File: src/rtl/uart_pkg.sv
// Shared UART definitions used by the transmitter and the receiver.
// The FSM enum carries the PARITY state only when UART_TX_PARITY_EN is defined.
package uart_pkg;

  localparam int UART_DATA_W       = 8;
  localparam int UART_CLKS_PER_BIT = 434;  // 50 MHz / 115200 baud

  typedef enum logic [2:0] {
    ST_IDLE,
    ST_START,
    ST_DATA,
`ifdef UART_TX_PARITY_EN
    ST_PARITY,
`endif
    ST_STOP
  } tx_state_t;

endpackage

File: src/rtl/uart_tx_fifo.sv
// Small synchronous byte FIFO in front of the transmitter.
// The head entry is visible combinationally so a pop and the consumer's
// load of that byte land on the same clock edge.
module uart_tx_fifo
  import uart_pkg::*;
#(
  parameter int DEPTH = 4,
  parameter int WIDTH = UART_DATA_W
) (
  input  logic             clk,
  input  logic             rst_n,
  input  logic             wr_en,
  input  logic [WIDTH-1:0] wr_data,
  input  logic             rd_en,
  output logic [WIDTH-1:0] rd_data,
  output logic             full,
  output logic             empty
);

  localparam int AW = $clog2(DEPTH);
  localparam int CW = AW + 1;

  logic [WIDTH-1:0] mem [DEPTH];
  logic [AW-1:0]    wr_ptr_reg;
  logic [AW-1:0]    rd_ptr_reg;
  logic [CW-1:0]    count_reg;
  logic             do_wr;
  logic             do_rd;

  // Status comes from the registered count only; a write while full is
  // dropped even when a pop happens in the same cycle.
  assign full    = (count_reg == CW'(DEPTH));
  assign empty   = (count_reg == '0);
  assign do_wr   = wr_en && !full;
  assign do_rd   = rd_en && !empty;
  assign rd_data = mem[rd_ptr_reg];

  // Storage array, no reset needed on the data itself.
  always_ff @(posedge clk) begin
    if (do_wr) begin
      mem[wr_ptr_reg] <= wr_data;
    end
  end

  // Pointers wrap naturally because DEPTH is a power of two.
  always_ff @(posedge clk or negedge rst_n) begin
    if (!rst_n) begin
      wr_ptr_reg <= '0;
      rd_ptr_reg <= '0;
      count_reg  <= '0;
    end else begin
      if (do_wr) begin
        wr_ptr_reg <= wr_ptr_reg + AW'(1);
      end
      if (do_rd) begin
        rd_ptr_reg <= rd_ptr_reg + AW'(1);
      end
      if (do_wr && !do_rd) begin
        count_reg <= count_reg + CW'(1);
      end else if (do_rd && !do_wr) begin
        count_reg <= count_reg - CW'(1);
      end
    end
  end

endmodule

File: src/rtl/uart_tx.sv
// UART transmitter: buffers strobed bytes in a FIFO and shifts each one out
// LSB first as a start/8-data/stop frame on an idle-high line.
// Define UART_TX_PARITY_EN to insert an even parity bit after data bit 7.
module uart_tx
  import uart_pkg::*;
#(
  parameter int CLKS_PER_BIT = UART_CLKS_PER_BIT,
  parameter int FIFO_DEPTH   = 4
) (
  input  logic                   clk,
  input  logic                   rst_n,
  input  logic                   i_DV,
  input  logic [UART_DATA_W-1:0] i_Tx_Byte,
  output logic                   o_Tx_Serial,
  output logic                   o_Tx_Active,
  output logic                   o_Tx_Done,
  output logic                   o_full,
  output logic                   o_overflow
);

  localparam logic [15:0] BIT_LAST = 16'(CLKS_PER_BIT - 1);
  localparam logic [15:0] DONE_AT  = 16'(CLKS_PER_BIT - 2);

  tx_state_t              state_reg;
  logic [15:0]            baud_cnt_reg;
  logic [2:0]             bit_idx_reg;
  logic [UART_DATA_W-1:0] shift_reg;
`ifdef UART_TX_PARITY_EN
  logic                   parity_reg;
`endif
  logic                   overflow_reg;

  logic                   fifo_rd;
  logic                   fifo_empty;
  logic [UART_DATA_W-1:0] fifo_data;
  logic                   bit_end;

  uart_tx_fifo #(
    .DEPTH (FIFO_DEPTH),
    .WIDTH (UART_DATA_W)
  ) u_fifo (
    .clk     (clk),
    .rst_n   (rst_n),
    .wr_en   (i_DV),
    .wr_data (i_Tx_Byte),
    .rd_en   (fifo_rd),
    .rd_data (fifo_data),
    .full    (o_full),
    .empty   (fifo_empty)
  );

  assign bit_end = (baud_cnt_reg == BIT_LAST);

  // Pop from idle, or at the end of a stop bit so frames run back to back.
  assign fifo_rd = !fifo_empty &&
                   ((state_reg == ST_IDLE) || ((state_reg == ST_STOP) && bit_end));

  assign o_overflow = overflow_reg;

  // Flag a strobe that arrived while the FIFO had no room.
  always_ff @(posedge clk or negedge rst_n) begin
    if (!rst_n) begin
      overflow_reg <= 1'b0;
    end else begin
      overflow_reg <= i_DV && o_full;
    end
  end

  // Frame sequencer; the line value is registered one edge ahead of each bit.
  always_ff @(posedge clk or negedge rst_n) begin
    if (!rst_n) begin
      state_reg    <= ST_IDLE;
      baud_cnt_reg <= '0;
      bit_idx_reg  <= '0;
      shift_reg    <= '0;
`ifdef UART_TX_PARITY_EN
      parity_reg   <= 1'b0;
`endif
      o_Tx_Serial  <= 1'b1;
      o_Tx_Active  <= 1'b0;
      o_Tx_Done    <= 1'b0;
    end else begin
      o_Tx_Done <= 1'b0;
      case (state_reg)
        ST_IDLE: begin
          baud_cnt_reg <= '0;
          o_Tx_Serial  <= 1'b1;
          if (fifo_rd) begin
            shift_reg   <= fifo_data;
            bit_idx_reg <= '0;
`ifdef UART_TX_PARITY_EN
            parity_reg  <= ^fifo_data;
`endif
            o_Tx_Serial <= 1'b0;
            o_Tx_Active <= 1'b1;
            state_reg   <= ST_START;
          end
        end

        ST_START: begin
          if (bit_end) begin
            baud_cnt_reg <= '0;
            o_Tx_Serial  <= shift_reg[0];
            state_reg    <= ST_DATA;
          end else begin
            baud_cnt_reg <= baud_cnt_reg + 16'd1;
          end
        end

        ST_DATA: begin
          if (bit_end) begin
            baud_cnt_reg <= '0;
            shift_reg    <= shift_reg >> 1;
            if (bit_idx_reg == 3'd7) begin
`ifdef UART_TX_PARITY_EN
              o_Tx_Serial <= parity_reg;
              state_reg   <= ST_PARITY;
`else
              o_Tx_Serial <= 1'b1;
              state_reg   <= ST_STOP;
`endif
            end else begin
              bit_idx_reg <= bit_idx_reg + 3'd1;
              o_Tx_Serial <= shift_reg[1];
            end
          end else begin
            baud_cnt_reg <= baud_cnt_reg + 16'd1;
          end
        end

`ifdef UART_TX_PARITY_EN
        ST_PARITY: begin
          if (bit_end) begin
            baud_cnt_reg <= '0;
            o_Tx_Serial  <= 1'b1;
            state_reg    <= ST_STOP;
          end else begin
            baud_cnt_reg <= baud_cnt_reg + 16'd1;
          end
        end
`endif

        ST_STOP: begin
          if (bit_end) begin
            baud_cnt_reg <= '0;
            if (fifo_rd) begin
              shift_reg   <= fifo_data;
              bit_idx_reg <= '0;
`ifdef UART_TX_PARITY_EN
              parity_reg  <= ^fifo_data;
`endif
              o_Tx_Serial <= 1'b0;
              state_reg   <= ST_START;
            end else begin
              o_Tx_Active <= 1'b0;
              state_reg   <= ST_IDLE;
            end
          end else begin
            baud_cnt_reg <= baud_cnt_reg + 16'd1;
            // Registered, so raise it one edge early to cover the final cycle.
            if (baud_cnt_reg == DONE_AT) begin
              o_Tx_Done <= 1'b1;
            end
          end
        end

        default: begin
          baud_cnt_reg <= '0;
          o_Tx_Serial  <= 1'b1;
          o_Tx_Active  <= 1'b0;
          state_reg    <= ST_IDLE;
        end
      endcase
    end
  end

endmodule

File: config.mk
export PLATFORM = sky130hd
export DESIGN_NAME = uart_tx
export DESIGN_NICKNAME = d
export VERILOG_FILES = /design/src/rtl/uart_pkg.sv /design/src/rtl/uart_tx_fifo.sv /design/src/rtl/uart_tx.sv
export SDC_FILE = /design/constraint.sdc
export NUM_CORES = 1
export LEC_CHECK = 0
export BUFFER_PORTS_ARGS = -buffer_cell sky130_fd_sc_hd__buf_2
export CAP_MARGIN = 20
export CORE_AREA = 4 4 85 87
export DETAILED_ROUTE_END_ITERATION = 7
export DIE_AREA = 0 0 89 91
export PLACE_DENSITY = 0.78
export SYNTH_ARGS = -nofsm -noshare
export SYNTH_HDL_FRONTEND = slang
export SYNTH_HIERARCHICAL = 1
export SYNTH_SLANG_ARGS = --single-unit
File: constraint.sdc
create_clock -name clk -period 2.55 [get_ports clk]
set_input_delay 0.1275 -clock clk [delete_from_list [all_inputs] [get_ports clk]]
set_output_delay 0.1275 -clock clk [all_outputs]
set_load 0.02 [all_outputs]
=== Word level (Yosys, flattened, before mapping) ===
Memories as Yosys holds them, arrays and structs flattened.
Cells that the tools add are included.

* Register bits: 41
* Word-level logic and storage cells: 93
* Input port bits: 11
* Bits in writable memories: 32
* Memories kept: 1

* Bitwise gates (word level): 1
* Muxes and demuxes: 36
* Reduce and logical (&&, ||, !) cells: 23
* Add/sub/neg operators: 6
* Eq/ne operators: 15

{| class="wikitable"
|+ Memories
! name !! depth !! bits a word !! rd ports !! clocked after Yosys merged registers in !! write ports !! RTL line !! text
|-
| u_fifo.mem || 4 || 8 || 1 || 0 || 1 || uart_tx_fifo.sv:23 || <nowiki>logic [WIDTH-1:0] mem [DEPTH];</nowiki>
|}

{| class="wikitable"
|+ Operator list
! kind !! number
|-
| 3-bit two-way mux || 11
|-
| 16-bit by 9-bit == test with 1-bit output, second input constant || 2
|-
| 16-bit two-way mux || 2
|-
| 8-bit two-way mux || 3
|-
| 8-bit one-hot mux with 3 select lines || 1
|-
| 16-bit by 1-bit adder with 16-bit output, second input constant || 1
|-
| 1-bit two-way mux || 15
|-
| 2-bit inequality test, second input constant || 6
|-
| 3-bit one-hot mux with 4 select lines || 1
|-
| 4-bit AND reduction || 3
|-
| 3-bit one-hot mux with 3 select lines || 1
|-
| 1-bit logical AND || 7
|-
| 3-bit by 1-bit adder with 3-bit output, second input constant || 2
|-
| 3-bit by 2-bit == test with 1-bit output, second input constant || 2
|-
| 3-bit == test, second input constant || 2
|-
| 3-bit logical NOT || 2
|-
| 5-bit AND reduction || 1
|-
| 2-bit by 1-bit adder with 2-bit output, second input constant || 2
|-
| 1-bit logical NOT || 4
|-
| 2-bit by 1-bit inequality test with 1-bit output, second input constant || 2
|-
| 1-bit one-hot mux with 4 select lines || 1
|-
| 3-bit by 1-bit == test with 1-bit output, second input constant || 1
|-
| 1-bit one-hot mux with 3 select lines || 1
|-
| 3-bit AND reduction || 1
|-
| 7 further kinds || 7
|}

=== Longest topological paths before layout ===
* Word-level depth: 8
* Gate-level depth with buffers: 12
* Depth with buffers taken out: 12

=== Hierarchy ===
Netlist, hierarchy kept.

{| class="wikitable"
|+ Modules (own cells, without submodules)
! module !! instances !! cells an instance !! area an instance (µm²)
|-
| uart_tx || 1 || 172 || 1,868.0
|-
| uart_tx_fifo || 1 || 77 || 1,589.0
|}

=== Worst setup path after synthesis ===
OpenSTA, ideal clock, no wires.

* Path type: reg2reg
* Start point: register baud_cnt_reg[2]
* End point: register u_fifo.count_reg[1]
* Arrival time: 2,600 ps
* Required time: 2,425 ps
* Cell stages (with the launch flop): 11
* Slack: -175 ps
* Buffers on the path: 0
* Path through: dfrtp_1 > or4_4 > nor3_4 > and3_2 > a21oi_1 > nor2_1 > nand2b_1 > ha_1 > inv_1 > fa_1 > mux2_2

* Word-level cells in the longest chain between the ends: 8
* Elaborated cells on any way between the ends: 10

{| class="wikitable"
|+ Ends and longest elaborated chain
! item !! RTL line !! text
|-
| start, declared || uart_tx.sv:25 || <nowiki>logic [15:0] baud_cnt_reg;</nowiki>
|-
| start signal, assigned || uart_tx.sv:106 || <nowiki>baud_cnt_reg <= baud_cnt_reg + 16'd1;</nowiki>
|-
| start signal, assigned || uart_tx.sv:127 || <nowiki>baud_cnt_reg <= baud_cnt_reg + 16'd1;</nowiki>
|-
| start signal, assigned || uart_tx.sv:159 || <nowiki>baud_cnt_reg <= baud_cnt_reg + 16'd1;</nowiki>
|-
| 16-bit by 9-bit == test with 1-bit output (*) || uart_tx.sv:52 || <nowiki>assign bit_end = (baud_cnt_reg == BIT_LAST);</nowiki>
|-
| 1-bit logical AND (*) || uart_tx.sv:56 || <nowiki>((state_reg == ST_IDLE) || ((state_reg == ST_STOP) && bit_end));</nowiki>
|-
| 1-bit logical OR (*) || uart_tx.sv:56 ||
|-
| 1-bit logical AND (*) || uart_tx.sv:55 || <nowiki>assign fifo_rd = !fifo_empty &&</nowiki>
|-
| via fifo_rd || uart_tx.sv:33 || <nowiki>logic fifo_rd;</nowiki>
|-
| 1-bit logical AND (*) || uart_tx_fifo.sv:35 || <nowiki>assign do_rd = rd_en && !empty;</nowiki>
|-
| 1-bit logical NOT || uart_tx_fifo.sv:58 || <nowiki>if (do_wr && !do_rd) begin</nowiki>
|-
| 1-bit logical AND || uart_tx_fifo.sv:58 ||
|-
| 3-bit two-way mux / 2-bit nonzero test (equally long branches) || -- ||
|-
| end signal, assigned || uart_tx_fifo.sv:59 || <nowiki>count_reg <= count_reg + CW'(1);</nowiki>
|-
| end signal, assigned || uart_tx_fifo.sv:61 || <nowiki>count_reg <= count_reg - CW'(1);</nowiki>
|-
| end, declared || uart_tx_fifo.sv:26 || <nowiki>logic [CW-1:0] count_reg;</nowiki>
|}

Mark *: on every way through the listed nets, which the timed path passes. The rest lies on a longest branch.
A chain may end at the register's enable or synchronous reset.

=== Worst setup path in the final report ===
* Start point: register baud_cnt_reg[15]
* End point: register u_fifo.count_reg[1]

Same word-level chain as after synthesis.

==> run summary <==
- **proportion of synthesized area in mux cells** 11.80%
- **number of buffers between clock root and the deepest sink** 2
- **boundary pin count** 16
- **post-synth top area share** 28.23%
- **Setup crit start kind** register
- **chip width** 89 µm
- **count of unresolved DRC violations after routing** 0
- **antenna-violating nets left** 0
- **share of flip-flops with an asynchronous set or reset after synthesis** 55.56%
- **fraction of final layout cells sized beyond drive strength 1** 33.56%
- **type of destination of the critical path** register
- **Synthesis Warnings** 6
- **Synth Area in XOR/XNOR** 5.067%
- **wire length of the first global-routing pass** 10,210 µm
- **TritonCTS Sinks** 72
- **core utilization of the finished layout** 62.72%
- **Largest stage delay, worst path** 560 ps
- **HP Class** in2reg
- **compound-cell area share of the yosys netlist** 3.800%
- **area added between synthesis and finish** 15.20%
- **Avg Cell Area, Syn** 13.88 µm²
- **depth of the CTS H-tree** 3
- **number of global-route vias before repair** 2,099
- **failing checks** setup timing
- **floorplan die area** 8099 µm²
- **dominant combinational cell family by area after synthesis** simple AND/OR/NAND/NOR gates
- **detailed-routing iteration count for the pre-antenna-repair pass** 4
- **antenna violations before repair** 0
- **Leak Pwr** 1.656 nW
- **worst path required time** 2780 ps
- **# Max-Cap Violations** 0
- **final critical-path share of the clock period** 105.4%
- **ordered list of cells on the worst path** or4_4 -> nor3_4 -> and3_4 -> a21oi_2 -> nor2_2 -> nand2b_1 -> ha_2 -> inv_2 -> fa_2 -> mux2_4
- **final routed wire length divided by cell count** 15.73 µm
- **Largest register FFs** 32
- **Setup CP Type** reg2reg
- **clock tree root buffer cell** sky130_fd_sc_hd__clkbuf_8
- **Synthesized Nets** 275
- **fraction of the yosys area taken by sequential cells** 56.79%
- **worst setup slack after layout** -138.2 ps
- **worst-margin pin slew** 887.1 ps
- **CP arrival** 2920 ps
- **most common cell after layout, fill and taps aside** sky130_fd_sc_hd__dfrtp_1
- **Max FO, Critical Path** 2
- **estimated wirelength of the detail-placed design** 3863 µm
- **synthesized netlist cell count** 249
- **fill cell count** 451
- **clock latency reported for the late side of the worst-skew pair** 340 ps
- **largest net degree at the start of global routing** 41
- **placeable core area** 6350 µm²
- **post-synthesis share of cell area spent on and, or, nand and nor gates** 12.34%
- **clk slew on worst S/H paths** 80 ps
- **total negative setup slack** -153.0 ps
- **Synth Cell Area** 3457 µm²
- **Worst path top cell family by delay** simple AND/OR/NAND/NOR gates
- **total global routing track utilization** 16.59%
- **CTS buffer count** 9
- **RSZ-0062 raised after global routing** true
- **TritonCTS clock tree** built
- **top area cells in the synthesized netlist** sky130_fd_sc_hd__dfrtp_1 28%, sky130_fd_sc_hd__edfxtp_1 28%, sky130_fd_sc_hd__mux2_2 5.9%, sky130_fd_sc_hd__mux4_2 5.2%, sky130_fd_sc_hd__ha_1 5.1%
- **commonest non-fill, non-tap cells in the layout** 39 x sky130_fd_sc_hd__dfrtp_1, 32 x sky130_fd_sc_hd__edfxtp_1, 27 x sky130_fd_sc_hd__nor2_1
- **I/O Buffers** 15
- **number of different library cells in the post-synthesis netlist** 58
- **tightest slew margin relative to the limit** 40.86%
- **slowest stage cell on the critical path** sky130_fd_sc_hd__or4_4
- **buffers and inverters on the worst path** 1
- **Most used DFF post-synth** sky130_fd_sc_hd__dfrtp_1
- **final count of pins violating max slew** 0
- **routability congestion estimate** 0.7723
- **height of the die** 91 µm
- **initial drt markers** 101
- **total wire length** 5898 µm
- **Layout Skew** 6.524 ps
- **global route total overflow** 0
- **outcome** finished with violations
- **time the worst path needs with I/O delays and setup** 2688 ps
- **EDFF count, synth** 32
- **Final Hold Fails** 0
- **DR vias/cell** 5.325
- **effective utilization at floorplan** 54.44%
- **Placement Setup Slack** -112.6 ps
- **via count of the routed design** 1,997
- **Fmax achieved** 0.3720 GHz
- **final setup violation count** 2
- **Site Rows** 29
- **Ant. Diodes** 0
- **adder-cell area share of the yosys netlist** 5.646%
- **# nets final** 319
- **register bit count reported by yosys** 72
- **power density over the cells** 1094 nW/µm²
- **peak ir drop on the vdd network** 0.0007401 V
- **top cell type by total area after synthesis** sky130_fd_sc_hd__dfrtp_1
-- metrics by stage --
step | total power [mW] | cells | area [µm²] | hold WS, ps
finish | 4.359 | 375 | 3983 | 27.70
global route | 4.671 | 375 | 3983 | 6.120
CTS | 4.349 | 373 | 3958 | 8.565
detailed placement | 3.344 | 347 | 3638 | 305.4
global placement | 3.278 | 347 | 3638 | 292.8
floorplan | 3.063 | 249 | 3463 | -168.1
-- layout make-up --
class	instances	area, µm²	share of cell area (%)
timing repair buffer	42	300.3	7.540
sequential	72	1963	49.29
multi-input combinational	155	1355	34.02
tap	77	96.34	2.419
clock inverter	7	95.09	2.388
inverter	13	48.80	1.225
clock buffer	9	123.9	3.110
-- Yosys cell counts, types with 4 or more instances --
library cell,number
sky130_fd_sc_hd__mux4_2,8
sky130_fd_sc_hd__nand2_1,9
sky130_fd_sc_hd__nor2_1,28
sky130_fd_sc_hd__nand3_1,6
sky130_fd_sc_hd__edfxtp_1,32
sky130_fd_sc_hd__ha_1,14
sky130_fd_sc_hd__dfrtp_1,39
sky130_fd_sc_hd__xnor2_1,11
sky130_fd_sc_hd__xor2_1,9
sky130_fd_sc_hd__inv_1,13
sky130_fd_sc_hd__and2_2,4
sky130_fd_sc_hd__mux2_2,18
-- cells by family after synthesis --
family	after synthesis
xor+xnor	20
simple gates	74
mux	28
flops	72
fa+ha+maj	15
buf+inv	22
compound gates	18
-- per-layer routing --
| metal | vias to the layer above | share of wire (%) | wire (µm) | track usage [%] |
|---|---|---|---|---|
| li1 | 973 | - | - | - |
| met1 | 994 | 44 | 2608 | 21.81 |
| met2 | 22 | 52 | 3064 | 26.49 |
| met3 | 8 | 2.4 | 144 | 4.072 |
| met4 | 0 | 1.4 | 80 | 6.328 |
| met5 | - | 0 | 0 | 0 |
-- where the power goes --
group          leakage, nW  switching [mW]  internal [mW]
sequential           0.806           0.253           1.53
combinational        0.739           0.734          0.865
clock                0.111           0.423          0.552
-- path summary, 6_finish.rpt --
path	from	to	slack, ps	depth (start not counted)
worst min-delay path	i_DV	o_overflow	30	2
worst max-delay path	baud_cnt_reg[15]	u_fifo/count_reg[1]	-140	10
worst max register to register	baud_cnt_reg[15]	u_fifo/count_reg[1]	-140	10
worst min register to register	u_fifo/count_reg[2]	u_fifo/count_reg[2]	510	1
max in group asynchronous	rst_n	shift_reg[0]	1540	2
min in group asynchronous	rst_n	baud_cnt_reg[7]	450	2
-- repair_timing --
| action | 4_1_cts | 5_1_grt |
|---|---|---|
| buffers inserted | 1 | 2 |
| hold endpoints to repair | 69 | 0 |
| gates cloned | 0 | 0 |
| resized for setup | 2 | 3 |
| hold buffers | 9 | 0 |
| endpoints found under the setup margin | 2 | 2 |
| pin swaps | 3 | 8 |
(Power assumes the default switching activity.)
